`config.mk`:
```
export PLATFORM = sky130hd
export DESIGN_NAME = nor_tree_pipe_flat
export DESIGN_NICKNAME = d
export VERILOG_FILES = /design/src/rtl/nor_tree_pipe_pkg.sv /design/src/rtl/nor_tree_pipe_if.sv /design/src/rtl/nor_tree_level.sv /design/src/rtl/nor_tree_pipe.sv /design/src/flat_wrapper.sv
export SDC_FILE = /design/constraint.sdc
export NUM_CORES = 1
export LEC_CHECK = 0
export CAP_MARGIN = 20
export CORE_ASPECT_RATIO = 1.4
export CORE_UTILIZATION = 39
export DETAILED_ROUTE_END_ITERATION = 7
export GPL_ROUTABILITY_DRIVEN = 0
export PLACE_DENSITY = 0.73
export SETUP_SLACK_MARGIN = 0.05
export SKIP_LAST_GASP = 1
export SLEW_MARGIN = 30
export SYNTH_ARGS = -nofsm -noshare
export SYNTH_HDL_FRONTEND = slang
export SYNTH_SLANG_ARGS = --single-unit
```
`constraint.sdc`:
```
create_clock -name clk -period 0.9 [get_ports clk]
set_input_delay 0.09 -clock clk [delete_from_list [all_inputs] [get_ports clk]]
set_output_delay 0.09 -clock clk [all_outputs]
set_load 0.1 [all_outputs]
```
`src/rtl/nor_tree_pipe_pkg.sv`:
```
// Shared sizing helpers for pipelined reduction trees (OR/NOR now, AND/XOR
// trees later). All functions are constant functions, usable in localparams.
//   clog_fanin   : number of tree levels L, smallest L with fanin^L >= width
//   level_width  : bit count held by level k (level 0 is the input word)
//   level_offset : start bit of level k inside a flat concatenation of
//                  levels 0,1,2,... (used to chain levels without 2-D arrays)
package rv523_cell_pkg;

   localparam int MAX_LEVELS = 16;

   function automatic int clog_fanin(input int width, input int fanin);
      int    l;
      longint p;
      l = 0;
      p = 1;
      for (int i = 0; i < MAX_LEVELS; i++) begin
         if (p < longint'(width)) begin
            p = p * longint'(fanin);
            l = l + 1;
         end
      end
      return l;
   endfunction

   function automatic int level_width(input int width, input int fanin, input int k);
      int w;
      w = width;
      for (int i = 0; i < MAX_LEVELS; i++) begin
         if (i < k) w = (w + fanin - 1) / fanin;
      end
      return w;
   endfunction

   function automatic int level_offset(input int width, input int fanin, input int k);
      int off;
      off = 0;
      for (int i = 0; i <= MAX_LEVELS; i++) begin
         if (i < k) off = off + level_width(width, fanin, i);
      end
      return off;
   endfunction

endpackage

```
`src/rtl/nor_tree_pipe_if.sv`:
```
// Token bus of the NOR/OR reduction pipe.
//   in_valid/a/invert : one token per cycle; a token exists on a cycle with
//                       in_valid=1 and stall=0, and is never backpressured
//                       otherwise (no ready: a token offered while stall=1 is
//                       dropped, not queued).
//   stall             : freezes the whole pipe, including out_valid/y.
//   out_valid/y       : y carries a token result on a cycle with out_valid=1;
//                       y keeps its last result while out_valid=0.
interface nor_tree_pipe_if #(
   parameter int WIDTH = 32
);
   logic             in_valid;
   logic [WIDTH-1:0] a;
   logic             invert;
   logic             stall;
   logic             out_valid;
   logic             y;

   modport master (output in_valid, a, invert, stall, input out_valid, y);
   modport slave  (input in_valid, a, invert, stall, output out_valid, y);
endinterface

```
`src/rtl/nor_tree_level.sv`:
```
// One register rank of the reduction tree.
//   in_data  : IN_W bits from the previous level (or the input word)
//   out_data : ceil(IN_W/FANIN) bits, each the OR of one FANIN-wide group,
//              LSB group first, short group padded with 0
//   in/out_valid, in/out_mode : token valid and NOR/OR mode riding along
//   stall    : holds every register; rst clears them (rst wins)
// HOLD=1 is used on the last rank: data and mode only load on a valid token
// so the final result survives bubbles.
module nor_tree_level
   import rv523_cell_pkg::*;
#(
   parameter  int IN_W  = 3,
   parameter  int FANIN = 3,
   parameter  bit HOLD  = 1'b0,
   localparam int OUT_W = level_width(IN_W, FANIN, 1)
) (
   input  logic             clk,
   input  logic             rst,
   input  logic             stall,
   input  logic             in_valid,
   input  logic             in_mode,
   input  logic [IN_W-1:0]  in_data,
   output logic             out_valid,
   output logic             out_mode,
   output logic [OUT_W-1:0] out_data
);

   logic [OUT_W*FANIN-1:0] padded;
   logic [OUT_W-1:0]       grp_or;

   always_comb begin
      padded            = '0;
      padded[IN_W-1:0]  = in_data;
      grp_or            = '0;
      for (int g = 0; g < OUT_W; g++) begin
         grp_or[g] = |padded[g*FANIN +: FANIN];
      end
   end

   always_ff @(posedge clk or posedge rst) begin
      if (rst) begin
         out_valid <= 1'b0;
         out_mode  <= 1'b0;
         out_data  <= '0;
      end else if (!stall) begin
         out_valid <= in_valid;
         if (!HOLD || in_valid) begin
            out_data <= grp_or;
            out_mode <= in_mode;
         end
      end
   end

endmodule

```
`src/rtl/nor_tree_pipe.sv`:
```
// Pipelined wide NOR/OR reduction (zero-detect / flag-reduction unit).
//   clk, rst : clock, asynchronous active-high reset
//   bus      : nor_tree_pipe_if.slave (in_valid, a, invert, stall -> out_valid, y)
// LEVELS ranks of FANIN-input OR groups; a token captured at edge n shows on
// out_valid/y after edge n+LEVELS-1. y = OR(a) ^ invert, with the mode bit
// applied once, after the last rank.
module nor_tree_pipe
   import rv523_cell_pkg::*;
#(
   parameter int WIDTH = 32,
   parameter int FANIN = 3
) (
   input logic              clk,
   input logic              rst,
   nor_tree_pipe_if.slave   bus
);

   localparam int LEVELS  = clog_fanin(WIDTH, FANIN);
   // All levels 0..LEVELS packed back to back; level 0 is the input word.
   localparam int CHAIN_W = level_offset(WIDTH, FANIN, LEVELS + 1);
   localparam int Y_OFF   = level_offset(WIDTH, FANIN, LEVELS);

   logic [CHAIN_W-1:0] chain;
   logic [LEVELS:0]    valid_s;
   logic [LEVELS:0]    mode_s;

   assign chain[WIDTH-1:0] = bus.a;
   assign valid_s[0]       = bus.in_valid;
   assign mode_s[0]        = bus.invert;

   for (genvar k = 1; k <= LEVELS; k++) begin : g_level
      localparam int IN_OFF  = level_offset(WIDTH, FANIN, k - 1);
      localparam int IN_W    = level_width(WIDTH, FANIN, k - 1);
      localparam int OUT_OFF = level_offset(WIDTH, FANIN, k);
      localparam int OUT_W   = level_width(WIDTH, FANIN, k);

      nor_tree_level #(
         .IN_W  (IN_W),
         .FANIN (FANIN),
         .HOLD  (k == LEVELS)
      ) u_level (
         .clk       (clk),
         .rst       (rst),
         .stall     (bus.stall),
         .in_valid  (valid_s[k-1]),
         .in_mode   (mode_s[k-1]),
         .in_data   (chain[IN_OFF +: IN_W]),
         .out_valid (valid_s[k]),
         .out_mode  (mode_s[k]),
         .out_data  (chain[OUT_OFF +: OUT_W])
      );
   end

   // Last rank holds one bit; both operands are registers that only load
   // on valid tokens, so y holds across bubbles and stalls.
   assign bus.out_valid = valid_s[LEVELS];
   assign bus.y         = chain[Y_OFF] ^ mode_s[LEVELS];

endmodule
```
`src/flat_wrapper.sv`:
```
// flat-port wrapper written by rule: the top's interface ports become plain ports
module nor_tree_pipe_flat import rv523_cell_pkg::*;
#(
   parameter int WIDTH = 32,
   parameter int FANIN = 3
)
  (clk, rst, bus_in_valid, bus_a, bus_invert, bus_stall, bus_out_valid, bus_y);
  nor_tree_pipe_if #(.WIDTH(WIDTH)) bus_i ();
  input logic clk;
  input logic rst;
  input wire logic [$bits(bus_i.in_valid)-1:0] bus_in_valid;
  input wire logic [$bits(bus_i.a)-1:0] bus_a;
  input wire logic [$bits(bus_i.invert)-1:0] bus_invert;
  input wire logic [$bits(bus_i.stall)-1:0] bus_stall;
  output wire logic [$bits(bus_i.out_valid)-1:0] bus_out_valid;
  output wire logic [$bits(bus_i.y)-1:0] bus_y;
  assign bus_i.in_valid = bus_in_valid;
  assign bus_i.a = bus_a;
  assign bus_i.invert = bus_invert;
  assign bus_i.stall = bus_stall;
  assign bus_out_valid = bus_i.out_valid;
  assign bus_y = bus_i.y;
  nor_tree_pipe #(.WIDTH(WIDTH), .FANIN(FANIN)) u_core (.clk(clk), .rst(rst), .bus(bus_i));
endmodule
```
==> results of run 1 <==
-- final cells by class --
| class | count | share of cell area (%) |
|---|---|---|
| inverter | 16 | 3.60 |
| timing repair buffer | 46 | 30.7 |
| clock buffer | 4 | 1.57 |
| tap | 36 | 2.70 |
| multi-input combinational | 48 | 22.2 |
| sequential | 26 | 39.3 |
-- worst paths after layout --
| kind | startpoint | to | slack [ps] | cells past startpoint |
|---|---|---|---|---|
| worst max-delay path | u_core.g_level[4].u_level.out_mode | bus_y | -360 | 2 |
| worst min-delay path | rst | u_core.g_level[2].u_level.out_mode | 80 | 3 |
| worst max register to register | u_core.g_level[3].u_level.out_valid | u_core.g_level[4].u_level.out_mode | -20 | 2 |
| worst min register to register | u_core.g_level[1].u_level.out_data[10] | u_core.g_level[1].u_level.out_data[10] | 510 | 2 |
| max in group asynchronous | rst | u_core.g_level[4].u_level.out_valid | 660 | 3 |
| min in group clk | bus_a[30] | u_core.g_level[1].u_level.out_data[10] | 340 | 3 |
-- synth_stat cells (all sizes together) --
cell	number
buf	4
mux2	8
nand2b	1
xor2	1
a21oi	14
dfrtp	26
nand2	4
nor2	3
inv	16
mux2i	1
o21ai	2
nor4	14
-- where the power goes --
part | switching [mW] | internal (mW)
sequential | 0.0912 | 1.28
combinational | 0.366 | 0.423
clock | 0.317 | 0.173
total | 0.775 | 1.88
-- flip-flops by register name (all words and copies together) (netlist names) --
name,flops
u_core.g_level.u_level.out_data,18
u_core.g_level.u_level.out_mode,4
u_core.g_level.u_level.out_valid,4
-- cell families (layout without fill, tap and decap cells) --
logic type,after synthesis,in the layout
DFF,26,26
and+or+nand+nor,22,22
muxes,9,9
xor gates and xnor gates,1,1
AOI/OAI and AO/OA,16,16
buffers and inverters,20,66
-- layout by cell type, fill, tap and decap left out --
cell type | Yosys | layout
o21ai_0 | 2 | 2
mux2i_1 | 1 | 1
mux2_4 | 1 | 1
dfrtp_2 | 0 | 1
clkbuf_4 | 0 | 3
buf_4 | 2 | 4
nor4_2 | 1 | 5
xor2_4 | 0 | 1
buf_12 | 0 | 4
inv_1 | 16 | 16
mux2_2 | 7 | 7
clkdlybuf4s50_1 | 0 | 35
bufbuf_16 | 0 | 1
dfrtp_1 | 26 | 24
nand2_1 | 4 | 4
buf_6 | 2 | 1
nor2_1 | 3 | 3
dfrtp_4 | 0 | 1
nand2b_4 | 1 | 1
clkbuf_1 | 0 | 1
nor4_1 | 13 | 9
a21oi_1 | 14 | 14
dlygate4sd2_1 | 0 | 1
-- metrics by stage --
stage	total power [mW]	std cells	setup TNS, ps
final	2.65	176	-566
after global routing	2.81	176	-719
after CTS	2.69	175	-621
after detailed placement	2.16	170	-9320
after global placement	2.14	170	-8770
after floorplan	1.80	94	-215
-- critical path, stage by stage (launching register included) --
cell	delay, ps
dfrtp_2	460
xor2_4	200
buf_12	190
-- routing by layer --
layer | track usage (%) | part of all wire [%] | vias to the layer above
li1 | - | - | 412
met1 | 19.4 | 37 | 400
met2 | 29.7 | 58 | 20
met3 | 2.54 | 2.4 | 4
met4 | 11.0 | 2.5 | 0
met5 | 0 | 0 | -
-- repair_timing --
item / in CTS / in global routing
pin swaps: 1 / 2
gates resized for setup: 6 / 1
setup endpoints to repair: 27 / 9
setup buffers: 0 / 1
cloned: 1 / 0
==> results.tsv, run 1 <==
stage	metric	value	unit
outcome	status	complete, but fails checks	
outcome	failing checks	setup timing	
timing	Hold WS	80.2	ps
floorplanning	Die Y	64.1	µm
place	DP Area	0.00158	mm²
timing	final slew viol count	0	
cells_and_area	Design Area, Final	0.00167	mm²
timing	Hold Vio Cnt, Final	0	
cells_and_area	Area Overhead vs Synth	55.4	%
detailed_routing	Pre-antenna DRT Iters	2	
worst_setup_path	Critical Path RT	810	ps
worst_setup_path	CP Max Fanout	2	
floorplanning	Die W	46.4	µm
clocking	H-tree levels	1	
yosys	post-synthesis adder-cell area fraction	0	%
cells_and_area	fill count	223	
pwr	PwrDens	1590	mW/mm²
detailed_routing	DR iter-0 viols	4	
job	Max Cap Viol	0	
clocking	hold-fix buffers at CTS	0	
detailed_routing	average wire per standard cell	11.4	µm
timing	Max Fclk	792	MHz
global_routing	largest net degree at the start of global routing	27	
worst_setup_path	CP Launch Type	flip-flop	
cells_and_area	Finished Core Util	63.9	%
yosys	synth unique cells	15	
place	Final HPWL DP	1.48	mm
yosys	Post-Synth XOR/XNOR Area	0.815	%
timing	RSZ-0062 raised after global routing	yes	
yosys	Yosys Warn Count	0	
yosys	Post-Synthesis Cells	94	
yosys	mux contribution to synthesized area	9.66	%
clocking	CTS Root Cell	clkbuf_4	
timing	slew of the pin with the lowest slew margin	266	ps
place	pre-CTS WS	-423	ps
floorplanning	Rows	22	
global_routing	grt ovf	0	
clocking	clock buffer depth	2	
yosys	cell area after synthesis	0.00107	mm²
yosys	largest family of logic cells by synthesized area	simple AND/OR/NAND/NOR gates	
clocking	clk_lat worst skew	310	ps
floorplanning	num ports	39	
global_routing	vias in the first global route	874	
global_routing	total track usage	17.6	%
timing	period utilization	140	%
detailed_routing	total number of vias	836	
worst_hold_path	Hold Path Class	primary input to async pin	
timing	Min Clock Period, post-route	1260	ps
clocking	cts bufs inserted	3	
yosys	#FFs+latches synth	26	
yosys	Syn Nets	131	
yosys	top cells by area, synth	dfrtp_1, nor4_1, mux2_2	
worst_setup_path	Crit Path Class	flip-flop to output port	
cells_and_area	Multi-input gate area	370	µm²
worst_setup_path	Arrival @ worst endpoint	1170	ps
timing	Slew headroom	82.1	%
detailed_routing	number of routed nets with antenna violations	0	
clocking	clk sinks	26	
clocking	CTS clock-pin slew for the worst setup and hold paths	130	ps
detailed_routing	vias per cell	4.75	
cells_and_area	Diodes inserted	0	
cells_and_area	# nets final	178	
global_routing	first-pass GRT wire length	3.68	mm
cells_and_area	ratio of cells with drive above 1 in the final layout	21.4	%
place	count of input and output buffers	38	
pwr	VDD IR max	0.902	mV
yosys	Post-Syn Area per Cell	11.4	µm²
yosys	Synth Area in Compound Gates	7.45	%
yosys	post-synth top area cell	dfrtp_1	
floorplanning	Die Area	0.00297	mm²
worst_setup_path	crit end category	output port	
timing	clk_skew	1.13	ps
pwr	Leak	0.745	nW
yosys	Synth Area in Simple Gates	12.5	%
yosys	top-area cell type share of the netlist area	60.5	%
floorplanning	core area	0.00262	mm²
detailed_routing	DRT Wirelength	2.02	mm
cells_and_area	FF+latch area	656	µm²
yosys	post-synthesis sequential area ratio	60.5	%
floorplanning	Initial Util	41.1	%
timing	Setup violations, final	3	
global_routing	initial antenna violation count	0	
clocking	CTS tree	done	
timing	final worst slack	-362	ps
detailed_routing	DR DRC count	0	
Note: power is estimated with default switching activity, not from simulation.
==> inputs of run 2 (changes only) <==
Settings changed: CORE_UTILIZATION 39 to 43, PLACE_DENSITY 0.73 to 0.77.
Clock period 0.9 ns to 1.3 ns, I/O delays scaled along.
==> run 2 against run 1 <==
Compared with the run above:
- the flow still finishes with violations (setup timing)
- global-route usage decreased by 1.1 points
- wire length fell by 7.7%
- hold slack improved by 51 ps
- critical endpoint unchanged
- highest routed layer unchanged
==> results.tsv, run 2 (synthesis results as in run 1) <==
stage	metric	value	unit	change
timing	Setup violations, final	1		was 3
timing	slew of the pin with the lowest slew margin	309	ps	was 266 ps
clocking	clk sinks	26		unchanged
clocking	CTS tree	done		unchanged
timing	final slew viol count	0		unchanged
detailed_routing	routed wl met3	54	µm	was 49 µm
place	count of input and output buffers	38		unchanged
global_routing	vias in the first global route	769		was 874
pwr	PwrDens	1170	mW/mm²	was 1590 mW/mm²
floorplanning	Rows	21		was 22
clocking	hold-fix buffers at CTS	0		unchanged
place	Final HPWL DP	1.49	mm	was 1.48 mm
worst_setup_path	CP Depth	2		unchanged
worst_setup_path	Reg2Reg Launch Point	u_core.g_level[3].u_level.out_valid		unchanged
timing	Min Clock Period, post-route	1300	ps	
timing	Slew headroom	79.4	%	was 82.1%
pwr	Clk pwr share	21.5	%	was 18.5%
worst_setup_path	Reg-to-Reg End	u_core.g_level[4].u_level.out_mode		unchanged
worst_setup_path	FF-to-FF path depth	2		unchanged
detailed_routing	DRT Wirelength	1.86	mm	was 2.02 mm
clocking	clock buffer depth	2		unchanged
pwr	sequential power share	50.9	%	was 51.8%
worst_setup_path	family with the most delay on the worst path	flip-flops		unchanged
detailed_routing	top routing layer in use	met4		unchanged
detailed_routing	wire length on met2	1.05	mm	was 1.17 mm
place	pre-CTS WS	-99.5	ps	was -423 ps
job	Max Cap Viol	0		unchanged
clocking	cts bufs inserted	3		unchanged
pwr	switching power	531	µW	was 775 µW
floorplanning	Initial Util	45.0	%	was 41.1%
clocking	clk_lat worst skew	320	ps	was 310 ps
cells_and_area	Finished Core Util	66.4	%	was 63.9%
clocking	H-tree levels	1		unchanged
timing	Hold WS	132	ps	was 80.2 ps
timing	period utilization	100	%	
timing	final worst slack	-1.47	ps	was -362 ps
worst_setup_path	Crit Path Class	flip-flop to output port		unchanged
worst_setup_path	CP bufs+invs	1		unchanged
cells_and_area	Diodes inserted	0		unchanged
global_routing	grt ovf	0		unchanged
cells_and_area	Non-Filler Instances	171		was 176
worst_setup_path	CP Launch Type	flip-flop		unchanged
cells_and_area	Largest Register	u_core.g_level.u_level.out_data		unchanged
cells_and_area	commonest cells after routing, fill and taps aside	clkdlybuf4s50_1, dfrtp_1, inv_1		unchanged
pwr	Sw Share	28.7	%	was 29.2%
worst_setup_path	crit end category	output port		unchanged
detailed_routing	vias per cell	4.78		was 4.75
global_routing	total track usage	16.5	%	was 17.6%
worst_setup_path	FF-to-FF setup slack	390	ps	was -20 ps
detailed_routing	DR DRC count	0		unchanged
cells_and_area	max reg flops	18		unchanged
pwr	Gate power share	27.6	%	was 29.7%
worst_setup_path	Largest stage delay, worst path	470	ps	was 460 ps
clocking	CTS Root Cell	clkbuf_4		unchanged
global_routing	largest net degree at the start of global routing	35		was 27
pwr	Int Power	1.32	mW	was 1.88 mW
outcome	status	complete, but fails checks		unchanged
worst_setup_path	Critical-path top delay cell	dfrtp_2		unchanged
floorplanning	Die W	44.3	µm	was 46.4 µm
detailed_routing	DR iter-0 viols	15		was 4
worst_setup_path	Critical Path Start	u_core.g_level[4].u_level.out_data		was u_core.g_level[4].u_level.out_mode
worst_setup_path	Critical Path, Cell by Cell	xor2_4 -> buf_12		unchanged
detailed_routing	number of routed nets with antenna violations	0		unchanged
cells_and_area	ratio of cells with drive above 1 in the final layout	16.8	%	was 21.4%
floorplanning	num ports	39		unchanged
floorplanning	Die Area	0.00271	mm²	was 0.00297 mm²
worst_setup_path	Critical Path RT	1170	ps	was 810 ps
timing	RSZ-0062 raised after global routing	yes		unchanged
detailed_routing	Metal-1 WL	695	µm	was 743 µm
worst_setup_path	CP Capture Point	bus_y		unchanged
detailed_routing	average wire per standard cell	10.9	µm	was 11.4 µm
worst_setup_path	Arrival @ worst endpoint	1170	ps	about the same
place	# placed instances	167		was 170
cells_and_area	Area Overhead vs Synth	47.6	%	was 55.4%
timing	Hold Vio Cnt, Final	0		unchanged
pwr	Leak	0.715	nW	was 0.745 nW
cells_and_area	biggest regs	u_core.g_level.u_level.out_data x18, u_core.g_level.u_level.out_mode x4, u_core.g_level.u_level.out_valid x4		unchanged
timing	Max Fclk	768	MHz	
worst_setup_path	CP Max Fanout	2		unchanged
pwr	Design Power	1.85	mW	was 2.65 mW
cells_and_area	# nets final	175		was 178
cells_and_area	commonest non-fill, non-tap cell in the layout	clkdlybuf4s50_1		unchanged
global_routing	initial antenna violation count	0		unchanged
outcome	failing checks	setup timing		unchanged
detailed_routing	Pre-antenna DRT Iters	4		was 2
global_routing	first-pass GRT wire length	3.13	mm	was 3.68 mm
timing	clk_skew	3.71	ps	was 1.13 ps
pwr	VDD IR max	0.840	mV	was 0.902 mV
cells_and_area	fill count	202		was 223
detailed_routing	total number of vias	817		was 836
worst_hold_path	Hold Path Class	primary input to async pin		unchanged
floorplanning	core area	0.00239	mm²	was 0.00262 mm²
clocking	CTS clock-pin slew for the worst setup and hold paths	130	ps	about the same
floorplanning	Die Y	61.2	µm	was 64.1 µm
[run 2: layer usage]
metal | vias up | track usage [%]
met5 | - | 0
met4 | 0 | 13.0
met3 | 5 | 1.76
met2 | 20 | 29.2
met1 | 387 | 17.8
li1 | 405 | -
[run 2: layout make-up]
class	instances	area (µm²)	share of cell area, %
Sequential cell	26	652	41.1
Timing Repair Buffer	43	450	28.4
Multi-Input combinational cell	48	345	21.8
Inverter	16	60.1	3.79
Tap cell	34	42.5	2.68
Clock buffer	4	36.3	2.29
[run 2: timing repair]
item                                    4_1_cts  5_1_grt
cloned                                        0        0
resized for setup                             1        0
endpoints found under the setup margin        1        1
hold endpoints to repair                      0        0
buffers inserted                              0        0
[run 2: power by group through the flow]
| stage | sequential [mW] | clock, mW | combinational, mW |
|---|---|---|---|
| after floorplan | 0.986 | 0 | 0.247 |
| after global placement | 0.955 | 0 | 0.506 |
| after detailed placement | 0.960 | 0 | 0.517 |
| after CTS | 0.943 | 0.423 | 0.518 |
| after global routing | 0.953 | 0.444 | 0.540 |
| final | 0.941 | 0.398 | 0.511 |
[run 2: tightest hold or removal path, stage by stage]
cell             delay [ps]
clkdlybuf4s50_1         390
inv_1                    50
buf_4                   290
[run 2: how the worst min path moves through the flow]
stage / start / end / slack (ps)
CTS: rst / u_core.g_level[1].u_level.out_data[4] / 130
finish: rst / u_core.g_level[2].u_level.out_data[0] / 130
detailed placement: u_core.g_level[1].u_level.out_data[10] / u_core.g_level[1].u_level.out_data[10] / 480
floorplan: rst / u_core.g_level[1].u_level.out_data[0] / 170
global route: rst / u_core.g_level[1].u_level.out_data[0] / 190
global placement: u_core.g_level[1].u_level.out_data[10] / u_core.g_level[1].u_level.out_data[10] / 470
[run 2: through the flow]
step / TNS [ps] / area, µm²
CTS: -30.6 / 1590
floorplan: 0 / 1090
finish: -1.47 / 1590
global placement: -170 / 1550
detailed placement: -979 / 1550
global route: -49.2 / 1590
==> inputs of run 3 (changes only) <==
Settings changed: CTS_CLUSTER_DIAMETER set to 80.
==> results of run 3 <==
Final layout, timing and power as in run 2 (identical DEF).
